--- config.mk ---
export PLATFORM = sky130hd
export DESIGN_NAME = instruction_sequencer_flat
export DESIGN_NICKNAME = d
export VERILOG_FILES = /design/src/rtl/instruction_sequencer_if.sv /design/src/rtl/instruction_sequencer.sv /design/src/flat_wrapper.sv
export SDC_FILE = /design/constraint.sdc
export NUM_CORES = 1
export LEC_CHECK = 0
export ABC_AREA = 1
export CAP_MARGIN = 20
export CORE_ASPECT_RATIO = 1.2
export CORE_MARGIN = 10
export CORE_UTILIZATION = 30
export DETAILED_ROUTE_END_ITERATION = 12
export HOLD_SLACK_MARGIN = 0.15
export PLACE_DENSITY_LB_ADDON = 0.3
export SLEW_MARGIN = 30
export SYNTH_ARGS = -nofsm -noshare
export SYNTH_HDL_FRONTEND = slang
export SYNTH_SLANG_ARGS = --single-unit
--- constraint.sdc ---
create_clock -name clk -period 2.2 [get_ports clk]
set_input_delay 0.44 -clock clk [delete_from_list [all_inputs] [get_ports clk]]
set_output_delay 0.44 -clock clk [all_outputs]
set_load 0.005 [all_outputs]
--- src/rtl/instruction_sequencer_if.sv ---
// Bus/handshake bundle between the instruction sequencer and its datapath.
// The sequencer side uses the master modport, the datapath side uses slave.
interface instruction_sequencer_if;
   logic [15:0] in_ir;
   logic [3:0]  in_alu_flags;
   logic        in_mem_ready;
   logic        in_run;
   logic        in_step;

   logic        out_ir_load;
   logic        out_pc_inc;
   logic        out_pc_load;
   logic        out_alu_enable_out;
   logic        out_reg_read_en;
   logic        out_data_memory_read_enable;
   logic        out_reg_write_en;
   logic        out_data_memory_wr_enable;
   logic        out_data_memory_addr_wr_enable;
   logic        out_mbs_wr_enable;
   logic [2:0]  out_state;
   logic        out_halted;
   logic        out_fault;
   logic [7:0]  out_retired;

   modport master (
      input  in_ir, in_alu_flags, in_mem_ready, in_run, in_step,
      output out_ir_load, out_pc_inc, out_pc_load,
      output out_alu_enable_out, out_reg_read_en, out_data_memory_read_enable,
      output out_reg_write_en, out_data_memory_wr_enable,
      output out_data_memory_addr_wr_enable, out_mbs_wr_enable,
      output out_state, out_halted, out_fault, out_retired
   );

   modport slave (
      output in_ir, in_alu_flags, in_mem_ready, in_run, in_step,
      input  out_ir_load, out_pc_inc, out_pc_load,
      input  out_alu_enable_out, out_reg_read_en, out_data_memory_read_enable,
      input  out_reg_write_en, out_data_memory_wr_enable,
      input  out_data_memory_addr_wr_enable, out_mbs_wr_enable,
      input  out_state, out_halted, out_fault, out_retired
   );
endinterface

--- src/rtl/instruction_sequencer.sv ---
// Multi-cycle instruction sequencer: fetch / load IR / execute / memory wait,
// with run/step control, memory timeout fault and a retired-instruction count.
module instruction_sequencer #(
   parameter int unsigned MEM_TIMEOUT = 15
) (
   input  logic                      clk,
   input  logic                      reset,
   instruction_sequencer_if.master   bus
);
   typedef enum logic [2:0] {
      IDLE     = 3'd0,
      FETCH    = 3'd1,
      LOAD_IR  = 3'd2,
      EXEC     = 3'd3,
      MEM_WAIT = 3'd4,
      HALT     = 3'd5
   } state_t;

   localparam logic [4:0] OP_NOP     = 5'b00000;
   localparam logic [4:0] OP_LOAD    = 5'b01000;
   localparam logic [4:0] OP_STORE   = 5'b01001;
   localparam logic [4:0] OP_SETBANK = 5'b01010;
   localparam logic [4:0] OP_HALT    = 5'b11111;
   localparam logic [3:0] WAIT_LAST  = 4'(MEM_TIMEOUT - 1);

   state_t      state;
   logic [3:0]  wait_cnt;
   logic        mem_store;
   logic        fault;
   logic [7:0]  retired;

   logic [4:0]  opcode;
   logic        op_nop, op_alu, op_mem, op_setbank, op_halt, op_jump;
   logic        jump_taken, op_retire;
   logic        unused_bits;

   assign opcode      = bus.in_ir[15:11];
   assign unused_bits = ^{bus.in_ir[10:0], bus.in_alu_flags[3]};

   always_comb begin
      op_nop     = (opcode == OP_NOP);
      op_alu     = (opcode >= 5'd1) && (opcode <= 5'd7);
      op_mem     = (opcode == OP_LOAD) || (opcode == OP_STORE);
      op_setbank = (opcode == OP_SETBANK);
      op_halt    = (opcode == OP_HALT);
      op_jump    = (opcode[4:2] == 3'b100);
      op_retire  = op_nop || op_alu || op_setbank || op_jump;
      case (opcode)
         5'b10000: jump_taken = 1'b1;
         5'b10001: jump_taken = bus.in_alu_flags[0];
         5'b10010: jump_taken = bus.in_alu_flags[2];
         5'b10011: jump_taken = bus.in_alu_flags[1];
         default:  jump_taken = 1'b0;
      endcase
   end

   always_ff @(posedge clk) begin
      if (reset) begin
         state     <= IDLE;
         wait_cnt  <= '0;
         mem_store <= 1'b0;
         fault     <= 1'b0;
         retired   <= '0;
      end else begin
         case (state)
            IDLE:    if (bus.in_run || bus.in_step) state <= FETCH;
            FETCH:   state <= LOAD_IR;
            LOAD_IR: state <= EXEC;
            EXEC: begin
               if (op_mem) begin
                  state     <= MEM_WAIT;
                  wait_cnt  <= '0;
                  mem_store <= opcode[0];
               end else if (op_halt) begin
                  state <= HALT;
               end else if (op_retire) begin
                  retired <= retired + 8'd1;
                  state   <= bus.in_run ? FETCH : IDLE;
               end else begin
                  fault <= 1'b1;
                  state <= HALT;
               end
            end
            MEM_WAIT: begin
               if (bus.in_mem_ready) begin
                  retired <= retired + 8'd1;
                  state   <= bus.in_run ? FETCH : IDLE;
               end else if (wait_cnt == WAIT_LAST) begin
                  fault <= 1'b1;
                  state <= HALT;
               end else begin
                  wait_cnt <= wait_cnt + 4'd1;
               end
            end
            HALT:    state <= HALT;
            default: begin
               fault <= 1'b1;
               state <= HALT;
            end
         endcase
      end
   end

   // Strobes are Mealy: registered state plus the live IR, flags and mem_ready.
   always_comb begin
      bus.out_ir_load                    = 1'b0;
      bus.out_pc_inc                     = 1'b0;
      bus.out_pc_load                    = 1'b0;
      bus.out_alu_enable_out             = 1'b0;
      bus.out_reg_read_en                = 1'b0;
      bus.out_data_memory_read_enable    = 1'b0;
      bus.out_reg_write_en               = 1'b0;
      bus.out_data_memory_wr_enable      = 1'b0;
      bus.out_data_memory_addr_wr_enable = 1'b0;
      bus.out_mbs_wr_enable              = 1'b0;
      case (state)
         LOAD_IR: begin
            bus.out_ir_load = 1'b1;
            bus.out_pc_inc  = 1'b1;
         end
         EXEC: begin
            if (op_alu) begin
               bus.out_alu_enable_out = 1'b1;
               bus.out_reg_write_en   = 1'b1;
            end
            if (op_setbank) bus.out_mbs_wr_enable = 1'b1;
            if (op_mem) begin
               bus.out_reg_read_en                = 1'b1;
               bus.out_data_memory_addr_wr_enable = 1'b1;
            end
            if (jump_taken) bus.out_pc_load = 1'b1;
         end
         MEM_WAIT: begin
            if (mem_store) begin
               bus.out_reg_read_en           = 1'b1;
               bus.out_data_memory_wr_enable = bus.in_mem_ready;
            end else begin
               bus.out_data_memory_read_enable = 1'b1;
               bus.out_reg_write_en            = bus.in_mem_ready;
            end
         end
         default: ;
      endcase
   end

   assign bus.out_state   = state;
   assign bus.out_halted  = (state == HALT);
   assign bus.out_fault   = fault;
   assign bus.out_retired = retired;
endmodule
--- src/flat_wrapper.sv ---
// flat-port wrapper written by rule: the top's interface ports become plain ports
module instruction_sequencer_flat 
#(
   parameter int unsigned MEM_TIMEOUT = 15
)
  (clk, reset, bus_in_ir, bus_in_alu_flags, bus_in_mem_ready, bus_in_run, bus_in_step, bus_out_ir_load, bus_out_pc_inc, bus_out_pc_load, bus_out_alu_enable_out, bus_out_reg_read_en, bus_out_data_memory_read_enable, bus_out_reg_write_en, bus_out_data_memory_wr_enable, bus_out_data_memory_addr_wr_enable, bus_out_mbs_wr_enable, bus_out_state, bus_out_halted, bus_out_fault, bus_out_retired);
  instruction_sequencer_if bus_i ();
  input  logic clk;
  input  logic reset;
  input wire logic [$bits(bus_i.in_ir)-1:0] bus_in_ir;
  input wire logic [$bits(bus_i.in_alu_flags)-1:0] bus_in_alu_flags;
  input wire logic [$bits(bus_i.in_mem_ready)-1:0] bus_in_mem_ready;
  input wire logic [$bits(bus_i.in_run)-1:0] bus_in_run;
  input wire logic [$bits(bus_i.in_step)-1:0] bus_in_step;
  output wire logic [$bits(bus_i.out_ir_load)-1:0] bus_out_ir_load;
  output wire logic [$bits(bus_i.out_pc_inc)-1:0] bus_out_pc_inc;
  output wire logic [$bits(bus_i.out_pc_load)-1:0] bus_out_pc_load;
  output wire logic [$bits(bus_i.out_alu_enable_out)-1:0] bus_out_alu_enable_out;
  output wire logic [$bits(bus_i.out_reg_read_en)-1:0] bus_out_reg_read_en;
  output wire logic [$bits(bus_i.out_data_memory_read_enable)-1:0] bus_out_data_memory_read_enable;
  output wire logic [$bits(bus_i.out_reg_write_en)-1:0] bus_out_reg_write_en;
  output wire logic [$bits(bus_i.out_data_memory_wr_enable)-1:0] bus_out_data_memory_wr_enable;
  output wire logic [$bits(bus_i.out_data_memory_addr_wr_enable)-1:0] bus_out_data_memory_addr_wr_enable;
  output wire logic [$bits(bus_i.out_mbs_wr_enable)-1:0] bus_out_mbs_wr_enable;
  output wire logic [$bits(bus_i.out_state)-1:0] bus_out_state;
  output wire logic [$bits(bus_i.out_halted)-1:0] bus_out_halted;
  output wire logic [$bits(bus_i.out_fault)-1:0] bus_out_fault;
  output wire logic [$bits(bus_i.out_retired)-1:0] bus_out_retired;
  assign bus_i.in_ir = bus_in_ir;
  assign bus_i.in_alu_flags = bus_in_alu_flags;
  assign bus_i.in_mem_ready = bus_in_mem_ready;
  assign bus_i.in_run = bus_in_run;
  assign bus_i.in_step = bus_in_step;
  assign bus_out_ir_load = bus_i.out_ir_load;
  assign bus_out_pc_inc = bus_i.out_pc_inc;
  assign bus_out_pc_load = bus_i.out_pc_load;
  assign bus_out_alu_enable_out = bus_i.out_alu_enable_out;
  assign bus_out_reg_read_en = bus_i.out_reg_read_en;
  assign bus_out_data_memory_read_enable = bus_i.out_data_memory_read_enable;
  assign bus_out_reg_write_en = bus_i.out_reg_write_en;
  assign bus_out_data_memory_wr_enable = bus_i.out_data_memory_wr_enable;
  assign bus_out_data_memory_addr_wr_enable = bus_i.out_data_memory_addr_wr_enable;
  assign bus_out_mbs_wr_enable = bus_i.out_mbs_wr_enable;
  assign bus_out_state = bus_i.out_state;
  assign bus_out_halted = bus_i.out_halted;
  assign bus_out_fault = bus_i.out_fault;
  assign bus_out_retired = bus_i.out_retired;
  instruction_sequencer #(.MEM_TIMEOUT(MEM_TIMEOUT)) u_core (.clk(clk), .reset(reset), .bus(bus_i));
endmodule
==> results of run 1 <==
[worst max-delay path by stage]
stage / slack (ns) / to / startpoint / depth (start not counted)
after global placement: -0.20 / bus_out_reg_write_en / bus_in_ir[14] / 5
after CTS: 0.02 / bus_out_data_memory_wr_enable / u_core.bus.out_state[0] / 6
after floorplan: 0.56 / bus_out_reg_write_en / u_core.bus.out_state[0] / 5
after global routing: 0.006 / bus_out_data_memory_addr_wr_enable / bus_in_ir[14] / 8
after detailed placement: -0.21 / bus_out_reg_write_en / bus_in_ir[14] / 5
final: 0.07 / bus_out_reg_write_en / bus_in_ir[14] / 5
[sequential cells by signal, indices dropped and copies added (netlist names)]
| signal | count |
|---|---|
| u_core.mem_store | 1 |
| u_core.wait_cnt | 4 |
| u_core.bus.out_retired | 8 |
| u_core.bus.out_state | 3 |
| u_core.bus.out_fault | 1 |
[metrics by stage]
| step | utilization, % | area (sq um) | std cells |
|---|---|---|---|
| floorplan | - | 1166 | 173 |
| global placement | 45.26 | 1672 | 272 |
| detailed placement | 45.26 | 1672 | 272 |
| CTS | 46.48 | 1717 | 276 |
| global route | 46.88 | 1732 | 277 |
| finish | 46.88 | 1732 | 277 |
[cell usage in the layout, fill, tap and decap left out, types with 3 or more instances in the layout]
master,count
nand2_1,32
clkdlybuf4s50_1,27
inv_1,23
nor2_1,17
nand3_1,16
buf_4,16
dfxtp_1,16
a21oi_1,15
nand4_1,9
o21ai_0,6
dlygate4sd2_1,6
nor3_1,4
nand2_4,3
nand2_2,3
xnor2_1,3
ha_1,3
clkbuf_8,3
[area by class of cell]
class	count	area share, %
multi-input cells	128	41.98
repair buffers	51	26.45
flip-flops and latches	17	19.73
inverters	25	5.419
well taps	52	3.757
clock buffers	3	2.384
clock inverters	1	0.2890
[power by group through the flow]
stage	clock [mW]	combinational, mW	sequential, mW
global route	0.264	0.203	0.332
CTS	0.244	0.179	0.330
finish	0.240	0.184	0.330
global placement	0	0.178	0.335
detailed placement	0	0.178	0.335
floorplan	0	0.0779	0.338
[what timing repair did]
action                                 4_1_cts  5_1_grt
gates cloned                                 0        0
gates resized for setup                     11        6
pin swaps                                    1        1
setup buffers                                0        1
hold buffers                                 0        0
endpoints found under the hold margin        0        0
setup endpoints to repair                    7        4
[worst max-delay path, cell delays in order]
cell and delay (ns):
clkdlybuf4s50_1 0.43, buf_4 0.16, nor4_4 0.27, o21bai_1 0.14
clkdlybuf4s15_1 0.24
[per-layer routing]
layer	global-route usage, %	share of wire, %	vias up
li1	-	-	675
met1	9.936	42	569
met3	3.651	7.4	6
met2	17.27	48	32
met4	3.723	1.9	0
met5	0	0	-
[cells by family (layout without fill, tap and decap cells)]
family / Yosys count / count (layout) / synth area share (%)
AOI/OAI and AO/OA: 25 / 25 / 11.16
adders and majority gates: 3 / 3 / 3.219
xor gates and xnor gates: 5 / 5 / 3.756
buffers and inverters: 28 / 80 / 9.978
and+or+nand+nor: 95 / 95 / 42.70
DFF: 17 / 17 / 29.18
==> flow_summary_export.csv, run 1 <==
group,metric,value,unit
timing,worst_hold_slack,0.4507,ns
synth,avgSynthCellArea,6.741,sq um
clock_network,numCtsBuffers,3,
timing,fin_crit,2.127,ns
floorplan,ios,48,
hold_path,holdPathStages,2,
floorplan,initial_core_util,31.57,%
timing,finalHoldViolations,0,
pwr,seqPwrFrac,43.8,%
worst_setup_path,r2r_cells,9,
layout,final-seq-area,341.6,sq um
global_routing,grt_pass1_wl,5395,microns
worst_setup_path,path_class,"in2out",
timing,max-slew-margin-rel,78.49,%
synth,synthCells,173,
pwr,power_leakage,0.7548,nW
pwr,p_sw,214.5,uW
hold_path,holdPathEnd,"u_core.bus.out_fault",
pwr,p_sw_share,28.46,%
timing,rsz0062_at_grt,"no",
synth,synth_edf_count,0,
layout,multiInputGateArea,726.9,sq um
pwr,power,753.8,uW
global_routing,grt_pass1_vias,1221,
floorplan,rows,24,
timing,period_share,96.69,%
clock_network,clk_latency,0.25,ns
timing,timing.final.ws_setup,0.07287,ns
floorplan,dieArea,6791,sq um
worst_setup_path,ff2ff_setup_slack,0.76,ns
run_status,status,"finished, final reports clean",
pwr,power_frac_comb,24.4,%
layout,areaGrowthSynthToFinish,48.50,%
floorplan,core_area,3694,sq um
timing,slew_violations,0,
pwr,power_density,435.3,nW/um^2
synth,synth-seq-area-share,29.18,%
floorplan,die_h,88.30,microns
synth,yosysMostFrequentCell,"nand2_1",
place,place_ws,-0.2076,ns
clock_network,clock_sinks,17,
layout,drive_gt1_share,16.89,%
routing,drc,0,
timing,setup_viol,0,
synth,synth_top_area_share,29.18,%
worst_setup_path,required,1.76,ns
routing,post_drt_wl_per_cell,11.68,microns
clock_network,cts_buffer_depth,2,
routing,firstDrtPassIters,4,
synth,synth_common_cells,"nand2_1 (33), inv_1 (23), nor2_1 (19), dfxtp_1 (17), nand3_1 (17)",
place,gp_congestion,0.8283,
global_routing,antenna_found_initial,0,
layout,n_fill_cell,399,
synth,ys_types,26,
global_routing,grt_max_degree,12,
routing,postRouteWirelength,3235,microns
global_routing,gr-total-overflow,0,
synth,ys.flop_type,"dfxtp_1",
worst_setup_path,rr_startpoint,"u_core.bus.out_state[1]",
clock_network,htree_num_levels,1,
routing,via_count,1282,
synth,synth_area,1166,sq um
worst_setup_path,reg2reg_to,"u_core.wait_cnt[0]",
pwr,internal-power,539.3,uW
worst_setup_path,worstSetupEndpointType,"primary output",
layout,n_antenna_cell,0,
timing,finalClockSkew,0.001218,ns
routing,ant_nets,0,
hold_path,hp-start,"u_core.bus.out_fault",
floorplan,dieWidth,76.92,microns
clock_network,cts.reportedPaths.clkPinSlew,0.07,ns
worst_setup_path,critical_path.max_fanout,3,
timing,max_freq,470.1,MHz
hold_path,worstHoldPathType,"reg2reg",
place,port_buffers,35,
clock_network,cts_tree,"built",
timing,worstMarginPinSlew,0.3201,ns
synth,synthArstFlopShare,0,%
pwr,vdd_drop_max,0.0002947,V
synth,synth_area_leader_cell,"dfxtp_1",
global_routing,grtUsageTotal,9.576,%
layout,nets,254,
worst_setup_path,worstPathArrival,1.69,ns
worst_setup_path,crit_path_start_kind,"primary input",
job,cap_violations,0,
synth,yosys_warnings,0,
synth,syn_nets,201,
synth,yosys_register_bits,17,
synth,ys_top_cells_by_area,"dfxtp_1 (29%), nand2_1 (11%), inv_1 (7.4%), nand3_1 (7.3%), a21oi_1 (6.4%)",
routing,detail_route.iter0.violations,55,
routing,avgViaCountPerCell,4.628,
place,dp_hpwl,2635,microns
clock_network,root_buffer,"clkbuf_8",
pwr,p_clk_share,31.9,%
timing,tns,0,ns
No activity file was read; power rests on OpenSTA's default activity.
==> inputs of run 2 (changes only) <==
--- a/config.mk
+++ b/config.mk
@@ -10,8 +10,10 @@
 export CORE_ASPECT_RATIO = 1.2
 export CORE_MARGIN = 10
 export CORE_UTILIZATION = 30
+export CTS_CLUSTER_DIAMETER = 120
 export DETAILED_ROUTE_END_ITERATION = 12
 export HOLD_SLACK_MARGIN = 0.15
+export MAX_ROUTING_LAYER = met4
 export PLACE_DENSITY_LB_ADDON = 0.3
 export SLEW_MARGIN = 30
 export SYNTH_ARGS = -nofsm -noshare
==> constraint.sdc (replaced) <==
create_clock -name clk -period 2.2 [get_ports clk]
set_input_delay 0.22 -clock clk [delete_from_list [all_inputs] [get_ports clk]]
set_output_delay 0.22 -clock clk [all_outputs]
set_load 0.005 [all_outputs]
==> flow_summary_export.csv, run 2 (synthesis results as in run 1) <==
group,metric,value,unit
clock_network,cts_buffer_depth,2,
global_routing,grt_pass1_wl,5444,microns
clock_network,root_buffer,"clkbuf_8",
routing,post_drt_wl_per_cell,11.78,microns
global_routing,grt_max_degree,12,
worst_setup_path,required,1.98,ns
pwr,internal-power,521.7,uW
timing,period_share,93.46,%
floorplan,dieWidth,76.92,microns
timing,worstMarginPinSlew,0.3447,ns
pwr,seqPwrFrac,46.3,%
routing,firstDrtPassIters,4,
worst_setup_path,crit_chain,"nand2_1, nor2_4, inv_2, nor4_4, o21bai_1, clkdlybuf4s50_1",
worst_setup_path,path_class,"reg2out",
clock_network,cts.reportedPaths.clkPinSlew,0.07,ns
place,place_ws,0.1786,ns
routing,maxUsedRoutingLayer,"met4",
routing,wl_met2,1584,microns
routing,route.met3.wl,128,microns
timing,tns,0,ns
routing,ant_nets,0,
pwr,power_density,440.8,nW/um^2
hold_path,worstHoldPathType,"reg2reg",
worst_setup_path,critical_path.max_fanout,7,
layout,largest_reg_flops,8,
floorplan,core_area,3694,sq um
global_routing,grt_pass1_vias,1199,
timing,max_freq,486.3,MHz
pwr,p_sw_share,27.73,%
routing,detail_route.iter0.violations,43,
pwr,power,721.9,uW
place,gp_congestion,0.8307,
layout,final-seq-area,342.8,sq um
run_status,status,"finished, final reports clean",
worst_setup_path,crit_path_start_kind,"flip-flop",
global_routing,gr-total-overflow,0,
timing,finalClockSkew,0.001418,ns
clock_network,htree_num_levels,1,
layout,n_fill_cell,391,
timing,timing.final.ws_setup,0.1438,ns
floorplan,die_h,88.30,microns
routing,postRouteWirelength,3121,microns
pwr,p_clk_share,32.4,%
global_routing,antenna_found_initial,0,
place,port_buffers,35,
clock_network,clock_sinks,17,
routing,drt-met1-wl,1392,microns
clock_network,clk_latency,0.25,ns
layout,nets,242,
floorplan,initial_core_util,31.57,%
worst_setup_path,worstSetupEndpointType,"primary output",
floorplan,rows,24,
clock_network,cts_tree,"built",
worst_setup_path,critPathSlowestCell,"clkdlybuf4s50_1",
job,cap_violations,0,
place,dp_hpwl,2514,microns
layout,n_antenna_cell,0,
layout,layout_common_cells,"clkdlybuf4s50_1 (35), nand2_1 (33), inv_1 (23), nor2_1 (19), nand3_1 (17)",
timing,setup_viol,0,
clock_network,numCtsBuffers,3,
routing,avgViaCountPerCell,4.709,
worst_setup_path,worstPathArrival,1.84,ns
global_routing,grtUsageTotal,9.780,%
floorplan,dieArea,6791,sq um
timing,fin_crit,2.056,ns
routing,via_count,1248,
layout,areaGrowthSynthToFinish,40.45,%
timing,finalHoldViolations,0,
clock_network,hold_buffers,0,
routing,drc,0,
layout,final_common_cell,"clkdlybuf4s50_1",
timing,worst_hold_slack,0.4538,ns
timing,max-slew-margin-rel,76.99,%
pwr,power_leakage,0.6698,nW
pwr,p_sw,200.2,uW
pwr,power_frac_comb,21.3,%
worst_setup_path,worst_path_largest_cell_delay,0.54,ns
pwr,vdd_drop_max,0.0001691,V
timing,slew_violations,0,
layout,multiInputGateArea,709.4,sq um
floorplan,ios,48,
layout,drive_gt1_share,10.33,%
timing,rsz0062_at_grt,"no",
==> run 2: changes by cell type in the layout (fill, tap and decap cells not counted), sizes merged <==
cell / previous run / this run
clkbuf: 4 / 3
clkdlybuf4s15: 1 / 0
clkdlybuf4s50: 27 / 35
buf: 16 / 4
dlygate4sd2: 6 / 0
==> run 2: path summary, 6_finish.rpt <==
| kind | startpoint | endpoint | slack (ns) | cells after the start |
|---|---|---|---|---|
| worst max-delay path | u_core.bus.out_state[0] | bus_out_reg_write_en | 0.14 | 6 |
| worst min register to register | u_core.bus.out_fault | u_core.bus.out_fault | 0.45 | 2 |
| worst max register to register | u_core.bus.out_state[0] | u_core.wait_cnt[0] | 0.77 | 9 |
| worst min-delay path | u_core.bus.out_fault | u_core.bus.out_fault | 0.45 | 2 |
==> run 2: layout make-up <==
class	count	share of cell area (%)
Timing Repair Buffer	39	23.22
Multi-Input combinational cell	128	43.32
Tap cell	52	3.973
Inverter	25	5.730
Clock buffer	3	2.521
Clock inverter	1	0.3056
Sequential cell	17	20.93
==> run 2: what timing repair did <==
item,in CTS,in global routing
resized for setup,0,2
endpoints found under the setup margin,0,2
buffers inserted,0,0
==> run 2: power by group through the flow <==
stage / clock, mW / combinational, mW / sequential [mW]
floorplan: 0 / 0.0779 / 0.338
global placement: 0 / 0.155 / 0.340
detailed placement: 0 / 0.155 / 0.340
CTS: 0.245 / 0.156 / 0.333
global route: 0.269 / 0.172 / 0.337
finish: 0.234 / 0.154 / 0.334
==> run 2: metrics by stage <==
stage	utilization [%]	instances	cell area [sq um]
after floorplan	-	173	1166
after global placement	43.02	261	1589
after detailed placement	43.02	261	1589
after CTS	44.28	265	1635
final	44.34	265	1638
after global routing	44.34	265	1638
==> run 2: worst max-delay path: cells and delay by family (launching register included) <==
kind / cells / cell delay, ns
flops: 1 / 0.39
buf+inv: 2 / 0.62
compound gates: 1 / 0.14
simple gates: 3 / 0.44
==> run 2: routing by layer <==
layer,GRT usage [%],vias to the layer above
met3,2.434,2
met1,10.98,573
met4,2.876,0
met2,16.88,21
met5,-,-
li1,-,652
==> inputs of run 3 (changes only) <==
--- a/config.mk
+++ b/config.mk
@@ -6,7 +6,7 @@
 export NUM_CORES = 1
 export LEC_CHECK = 0
 export ABC_AREA = 1
-export CAP_MARGIN = 20
+export CAP_MARGIN = 40
 export CORE_ASPECT_RATIO = 1.2
 export CORE_MARGIN = 10
 export CORE_UTILIZATION = 30
==> results of run 3 <==
Final layout, timing and power as in run 2 (identical DEF).
